==> config.mk <==
export PLATFORM = sky130hd
export DESIGN_NAME = instr_fetch_unit
export DESIGN_NICKNAME = d
export VERILOG_FILES = /design/src/rtl/instr_fetch_unit_pkg.sv /design/src/rtl/instr_fetch_unit_fifo.sv /design/src/rtl/instr_fetch_unit.sv
export SDC_FILE = /design/constraint.sdc
export NUM_CORES = 2
export LEC_CHECK = 0
export BUFFER_PORTS_ARGS = -buffer_cell sky130_fd_sc_hd__buf_2
export CAP_MARGIN = 20
export CELL_PAD_IN_SITES_DETAIL_PLACEMENT = 1
export CELL_PAD_IN_SITES_GLOBAL_PLACEMENT = 2
export CORE_MARGIN = 3
export CORE_UTILIZATION = 45
export CTS_BUF_LIST = sky130_fd_sc_hd__clkbuf_16
export CTS_CLUSTER_SIZE = 25
export DETAILED_ROUTE_END_ITERATION = 12
export PLACE_DENSITY_LB_ADDON = 0.1
export SETUP_SLACK_MARGIN = 0.2
export SYNTH_ARGS = -nofsm -noshare
export SYNTH_HDL_FRONTEND = slang
export SYNTH_SLANG_ARGS = --single-unit
export TNS_END_PERCENT = 30
==> constraint.sdc <==
create_clock -name clk -period 2.9 [get_ports clk]
set_clock_uncertainty 0.15 [all_clocks]
set_input_delay 0.435 -clock clk [delete_from_list [all_inputs] [get_ports clk]]
set_output_delay 0.435 -clock clk [all_outputs]
set_load 0.05 [all_outputs]
==> src/rtl/instr_fetch_unit_pkg.sv <==
// Shared ISA constants and fetch-stage types: opcodes, FIFO entry layout, fetch state.
package instr_fetch_unit_pkg;

    localparam int INSTR_W = 32;

    localparam logic [5:0] OP_ADD  = 6'h01;
    localparam logic [5:0] OP_SW   = 6'h02;
    localparam logic [5:0] OP_LW   = 6'h04;
    localparam logic [5:0] OP_HALT = 6'h3F;

    typedef struct packed {
        logic [31:0]        pc;
        logic [INSTR_W-1:0] instr;
    } fetch_ent_t;

    typedef enum logic {
        ST_RUN    = 1'b0,
        ST_HALTED = 1'b1
    } fetch_state_t;

    function automatic logic is_halt(input logic [INSTR_W-1:0] word);
        return word[31:26] == OP_HALT;
    endfunction

endpackage

==> src/rtl/instr_fetch_unit_fifo.sv <==
// Synchronous FIFO holding fetched {pc, instr} entries; flush empties it in one edge.
// Push on full is accepted only together with a pop; pop on empty is ignored.
module fetch_fifo #(
    parameter int WIDTH = 64,
    parameter int DEPTH = 4
) (
    input  logic                         clk,
    input  logic                         rst_n,
    input  logic                         push,
    input  logic [WIDTH-1:0]             wdata,
    input  logic                         pop,
    input  logic                         flush,
    output logic [WIDTH-1:0]             rdata,
    output logic                         full,
    output logic                         empty,
    output logic [$clog2(DEPTH+1)-1:0]   count
);
    localparam int PTR_W = (DEPTH > 1) ? $clog2(DEPTH) : 1;
    localparam int CNT_W = $clog2(DEPTH + 1);

    logic [WIDTH-1:0] store [DEPTH];
    logic [PTR_W-1:0] wr_ptr;
    logic [PTR_W-1:0] rd_ptr;
    logic             do_push;
    logic             do_pop;

    function automatic logic [PTR_W-1:0] ptr_inc(input logic [PTR_W-1:0] p);
        return (p == PTR_W'(DEPTH - 1)) ? '0 : p + PTR_W'(1);
    endfunction

    assign empty   = (count == '0);
    assign full    = (count == CNT_W'(DEPTH));
    assign do_pop  = pop && !empty;
    assign do_push = push && (!full || do_pop);
    assign rdata   = store[rd_ptr];

    always_ff @(posedge clk) begin
        if (do_push && !flush) begin
            store[wr_ptr] <= wdata;
        end
    end

    always_ff @(posedge clk or negedge rst_n) begin
        if (!rst_n) begin
            wr_ptr <= '0;
            rd_ptr <= '0;
            count  <= '0;
        end else if (flush) begin
            wr_ptr <= '0;
            rd_ptr <= '0;
            count  <= '0;
        end else begin
            if (do_push) wr_ptr <= ptr_inc(wr_ptr);
            if (do_pop)  rd_ptr <= ptr_inc(rd_ptr);
            case ({do_push, do_pop})
                2'b10:   count <= count + CNT_W'(1);
                2'b01:   count <= count - CNT_W'(1);
                default: count <= count;
            endcase
        end
    end

endmodule

==> src/rtl/instr_fetch_unit.sv <==
// Fetch stage: PC, synchronous instruction memory, credit-limited issue into an output FIFO.
// Fetch-to-output latency 2 cycles; redirect flushes everything, HALT stops issue until redirect.
module instr_fetch_unit
    import instr_fetch_unit_pkg::*;
#(
    parameter int          IMEM_DEPTH = 64,
    parameter int          ADDR_W     = 6,
    parameter int          BUF_DEPTH  = 4,
    parameter logic [31:0] PC_RESET   = 32'h0
) (
    input  logic                clk,
    input  logic                rst_n,
    input  logic                imem_we,
    input  logic [ADDR_W-1:0]   imem_waddr,
    input  logic [31:0]         imem_wdata,
    input  logic                redirect_valid,
    input  logic [31:0]         redirect_pc,
    input  logic                out_ready,
    output logic                out_valid,
    output logic [31:0]         Instruction,
    output logic [31:0]         out_pc,
    output logic                halted
);
    localparam int CNT_W = $clog2(BUF_DEPTH + 1);

    logic [INSTR_W-1:0] imem [IMEM_DEPTH];
    logic [31:0]        pc;
    logic               rd_vld;
    logic [31:0]        rd_pc;
    logic [INSTR_W-1:0] rd_dat;

    fetch_state_t       state;
    fetch_state_t       state_nxt;

    logic [CNT_W-1:0]   fifo_cnt;
    logic               fifo_full;
    logic               fifo_empty;
    fetch_ent_t         fifo_wdat;
    fetch_ent_t         fifo_rdat;
    fetch_ent_t         hold_q;

    logic               push;
    logic               pop;
    logic               halt_push;
    logic               issue;
    logic [CNT_W:0]     credit_used;

    // A read returning during a redirect is dropped rather than pushed.
    assign push        = rd_vld && !redirect_valid;
    assign halt_push   = push && is_halt(rd_dat);
    assign out_valid   = !fifo_empty;
    assign pop         = out_valid && out_ready;
    assign credit_used = {1'b0, fifo_cnt} + (CNT_W+1)'(rd_vld);
    assign issue       = (state == ST_RUN) && !redirect_valid && !halt_push && !fifo_full
                         && (credit_used < (CNT_W+1)'(BUF_DEPTH));
    assign halted      = (state == ST_HALTED);

    assign fifo_wdat.pc    = rd_pc;
    assign fifo_wdat.instr = rd_dat;

    always_ff @(posedge clk) begin
        if (imem_we) begin
            imem[imem_waddr] <= imem_wdata;
        end
    end

    always_ff @(posedge clk or negedge rst_n) begin
        if (!rst_n) begin
            pc     <= PC_RESET;
            rd_vld <= 1'b0;
            rd_pc  <= '0;
            rd_dat <= '0;
            hold_q <= '0;
        end else begin
            rd_vld <= issue;
            if (issue) begin
                rd_pc  <= pc;
                rd_dat <= imem[pc[ADDR_W+1:2]];
            end
            if (redirect_valid) begin
                pc <= redirect_pc & ~32'h3;
            end else if (issue) begin
                pc <= pc + 32'd4;
            end
            if (!fifo_empty) begin
                hold_q <= fifo_rdat;
            end
        end
    end

    always_ff @(posedge clk or negedge rst_n) begin
        if (!rst_n) state <= ST_RUN;
        else        state <= state_nxt;
    end

    always_comb begin
        state_nxt = state;
        if (redirect_valid) begin
            state_nxt = ST_RUN;
        end else if (halt_push) begin
            state_nxt = ST_HALTED;
        end
    end

    // With the FIFO empty the outputs keep showing the last head entry.
    assign Instruction = fifo_empty ? hold_q.instr : fifo_rdat.instr;
    assign out_pc      = fifo_empty ? hold_q.pc    : fifo_rdat.pc;

    fetch_fifo #(
        .WIDTH ($bits(fetch_ent_t)),
        .DEPTH (BUF_DEPTH)
    ) u_fifo (
        .clk   (clk),
        .rst_n (rst_n),
        .push  (push),
        .wdata (fifo_wdat),
        .pop   (pop),
        .flush (redirect_valid),
        .rdata (fifo_rdat),
        .full  (fifo_full),
        .empty (fifo_empty),
        .count (fifo_cnt)
    );

endmodule

==> run summary <==
The run finished, with violations left. The final reports fail on negative setup slack. Relative to the synthesized area, the layout overhead comes to 19.9%. The worst register-to-register path has a setup slack of -0.07 ns.

The CTS root buffer is sky130_fd_sc_hd__clkbuf_16. The shortest clock period the worst path allows after layout came out at 3.31 ns. The filler cells instantiated in the layout total 18,000.

The clock latency of the later-clocked register in the worst-skew pair is 0.92 ns. The number of enable flip-flop cells after synthesis came out at 2,296. The portion of synthesized cell area occupied by the leading cell type is 72.9%. Setup repair after global routing could not meet its margin everywhere. In this run the static leakage power is 38.0 nW.

The first global-routing pass estimated 391,000 µm of wire. The via count of the first global-routing pass came out at 51,600. Data arrives at the worst endpoint at 2.72 ns. The count of final hold-check violations was 0.

The H-tree generated during clock tree synthesis spans 5 levels. The switching power summed over all nets came out at 31.4 mW. The fraction of layout instances using a drive strength above 1 came out at 30.1%.

Using the TritonRoute via totals, the vias-per-cell ratio works out to 6.00. The part of the total power dissipated in combinational logic is 27.4%. The max-slew violation total from the final report is 0. The mean instance size in the synthesized netlist came out at 20.9 µm².

The total length of routed wires came out at 275,000 µm. The maximum clock insertion buffer count came out at 4. Ranked by total cell area, the synthesized netlist is headed by sky130_fd_sc_hd__edfxtp_1 73%, sky130_fd_sc_hd__mux4_2 10%, sky130_fd_sc_hd__dfrtp_1 4.3%, sky130_fd_sc_hd__mux2i_1 3.3%, sky130_fd_sc_hd__mux2_2 0.87%. The depth of the worst register-to-register path is 7. The clock network accounts for 31.6% of the total power. The count of buffers added on input and output ports is 136. In this run the horizontal extent of the chip is 465 µm.

Along the worst hold path, the cell count comes to 2. The power share of the sequential group came out at 41.0%. The area of combinational cells with multiple inputs came out at 21,000 µm². The actual transition at the worst max-transition pin is 1.02 ns.

The placement row count is 167. The largest net degree at the start of global routing came out at 65. The clock net sink count is 2,459. Counting flops with an async set or reset pin after synthesis yields a share of 6.63%. For this run, design rule violations remaining after detail routing come to 0.

The number of library cell types mapped by synthesis came out at 75. The detailed-routing iteration count for the pre-antenna-repair pass is 5. The areal power density over the cells is 916 nW/µm². The synthesized netlist cell count came out at 4,522. The global placer's final weighted congestion is 0.775. The utilization after layout is 54.5%. The final worst setup slack came out at -0.405 ns.

In this run the critical register-to-register path is launched from pc[2]. After detailed placement, the total cell area comes to 103,000 µm². The synthesized flop and latch total is 2,459. STA classifies the critical path startpoint as a register. The biggest area contributor in the post-synthesis netlist is sky130_fd_sc_hd__edfxtp_1.

The sequential cell area is 73,100 µm². The min-delay analysis places its worst path in the category in -> reg. In the global route stage, overall resource usage came out at 25.4%. Summing the sequential cell areas from Yosys gives 77.2% of the chip area. The largest fanout on the critical path came out at 8. The cell internal power dissipation came out at 72.6 mW. Based on the critical path, the design can be clocked at up to 0.303 GHz. The I/O pin count came out at 141.

The sum of net half-perimeters after detailed placement came out at 159,000 µm. The total clock buffers created by CTS came out at 282. The average detailed-routed wire length per instance is 33.4 µm. After layout, the worst path uses 114% of the clock period. After global routing the overflow that remains totals 0. The critical path is of the reg -> out type.

The number of design-rule violations left by the first detailed-router iteration came out at 5,220. The area enclosed by the die boundary came out at 216,000 µm². The vertical die dimension came out at 465 µm.

The relative slew slack came out at 32.2%. The initial antenna violation count was 10. The clock input transition at the sequential cells of the worst setup and hold paths is 0.06 ns.

The area inside the core boundary came out at 208,000 µm². The net count of the finished layout is 5,309. The critical path data required time is 2.32 ns.

The worst-case IR drop observed on VDD is 1.08 mV. The predominant post-synthesis flop cell is sky130_fd_sc_hd__edfxtp_1. The total number of vias is 49,300. The effective utilization at floorplan came out at 45.5%. In this run the most critical hold path is launched from imem_wdata[30]. After routing the design area is 113,000 µm². TritonCTS built the clock tree. The worst setup path is captured at a primary output.

The reported max-cap violation count came out at 0. The path with the worst hold slack has its endpoint at imem[54][30]. Leaving out fill and tap cells, the most frequent cells in the layout are 2,296 x sky130_fd_sc_hd__edfxtp_1, 435 x sky130_fd_sc_hd__mux4_2, 332 x sky130_fd_sc_hd__buf_4. The count of yosys warnings during synthesis is 0. Summing every instance area after synthesis gives 94,600 µm². The most common library cell in the layout ignoring fill and taps is sky130_fd_sc_hd__edfxtp_1.

The endpoint of the most critical register-to-register path is rd_dat[20]. The switching portion of total power came out at 30.2%. The final count of negative-setup-slack endpoints is 63.

The remaining antenna violation count came out at 0.
==> registers in the layout (all words and copies together) (netlist names) <==
signal and count:
halted 1, u_fifo.store 248, rd_dat 32, imem 2048, rd_pc 30, pc 30, hold_q 62, rd_vld 1
u_fifo.rd_ptr 2, u_fifo.count 3, u_fifo.wr_ptr 2
==> critical path, stage by stage (launching register included) <==
cell and delay (ns):
sky130_fd_sc_hd__dfrtp_4 0.50, sky130_fd_sc_hd__buf_6 0.13, sky130_fd_sc_hd__buf_8 0.13, sky130_fd_sc_hd__buf_16 0.16
sky130_fd_sc_hd__mux4_2 0.46, sky130_fd_sc_hd__mux2_4 0.30, sky130_fd_sc_hd__buf_8 0.15
==> cells in the mapped netlist, drive strengths merged, types with 22 or more instances <==
master	instances
dfrtp	163
edfxtp	2296
a21oi	64
nor2	97
o21ai	62
buf	166
mux2i	313
a221oi	39
mux4	452
clkbuf	89
a22oi	107
nor3	35
nand3	44
a22o	22
nand2	194
o22ai	25
mux2	73
==> worst max path at each step <==
| stage | start | cells past startpoint | end |
|---|---|---|---|
| 5_1_grt | u_fifo.rd_ptr[0] | 6 | Instruction[1] |
| 6_report | u_fifo.rd_ptr[0] | 6 | Instruction[2] |
| 3_3_place_gp | pc[2] | 9 | rd_dat[19] |
| 3_5_place_dp | pc[2] | 9 | rd_dat[19] |
| 2_1_floorplan | imem_waddr[1] | 4 | imem[59][0] |
| 4_1_cts | u_fifo.rd_ptr[0] | 6 | Instruction[18] |
==> cell families (layout without fill, tap and decap cells) <==
logic type | Yosys count | in the layout | synth area share (%)
flip-flops | 2459 | 2459 | 77.2
multiplexers | 838 | 838 | 15.0
AND/OR/NAND/NOR | 477 | 480 | 2.40
AO/OA/AOI/OAI | 462 | 462 | 3.56
buffers and inverters | 275 | 1176 | 1.73
adder cells (fa/ha/maj) | 7 | 7 | 0.100
XOR/XNOR | 3 | 3 | 0.0278
other | 1 | 8 | 0.00396
==> layout make-up <==
class | instances | share of cell area (%)
antenna | 6 | 0.0132
clock buffer | 291 | 6.42
clock inverter | 193 | 1.03
inverter | 20 | 0.0728
multi-input combinational | 1792 | 18.5
sequential | 2459 | 64.4
tap | 2788 | 3.07
timing repair buffer | 672 | 6.51
==> repair_timing <==
item                                   in CTS  in global routing
gates resized for setup                   216                 50
pin swaps                                  13                 14
cloned                                      8                  1
setup endpoints to repair                 103                113
endpoints found under the hold margin     801                  0
hold buffers                               57                  0
buffers inserted                           16                  4
==> power by group through the flow <==
stage,combinational [mW],sequential (mW),clock (mW)
global route,30.0,42.8,35.1
finish,28.5,42.6,32.9
floorplan,16.2,42.2,0
global placement,25.5,43.1,0
CTS,28.4,42.6,33.6
detailed placement,25.7,43.3,0
==> routing by layer <==
metal	part of all wire, %	vias up	GRT usage (%)
met4	2.4	0	6.32
li1	-	20300	-
met5	0	-	0
met2	49	1614	41.4
met1	42	27100	36.1
met3	6.3	365	4.01
==> metrics by stage <==
step / setup slack [ns] / std cells / power, mW / setup TNS (ns) / hold slack, ns
after global placement: -0.374 / 7645 / 68.6 / -0.870 / 0.257
after detailed placement: -0.387 / 7645 / 68.9 / -1.05 / 0.261
final: -0.405 / 8221 / 104 / -22.39 / 0.0354
after global routing: -0.480 / 8217 / 108 / -28.52 / 0.0381
after floorplan: -0.191 / 4523 / 58.5 / -202.93 / -0.0106
after CTS: -0.462 / 8210 / 105 / -26.92 / 0.00350
No activity file was read; power rests on OpenSTA's default activity.
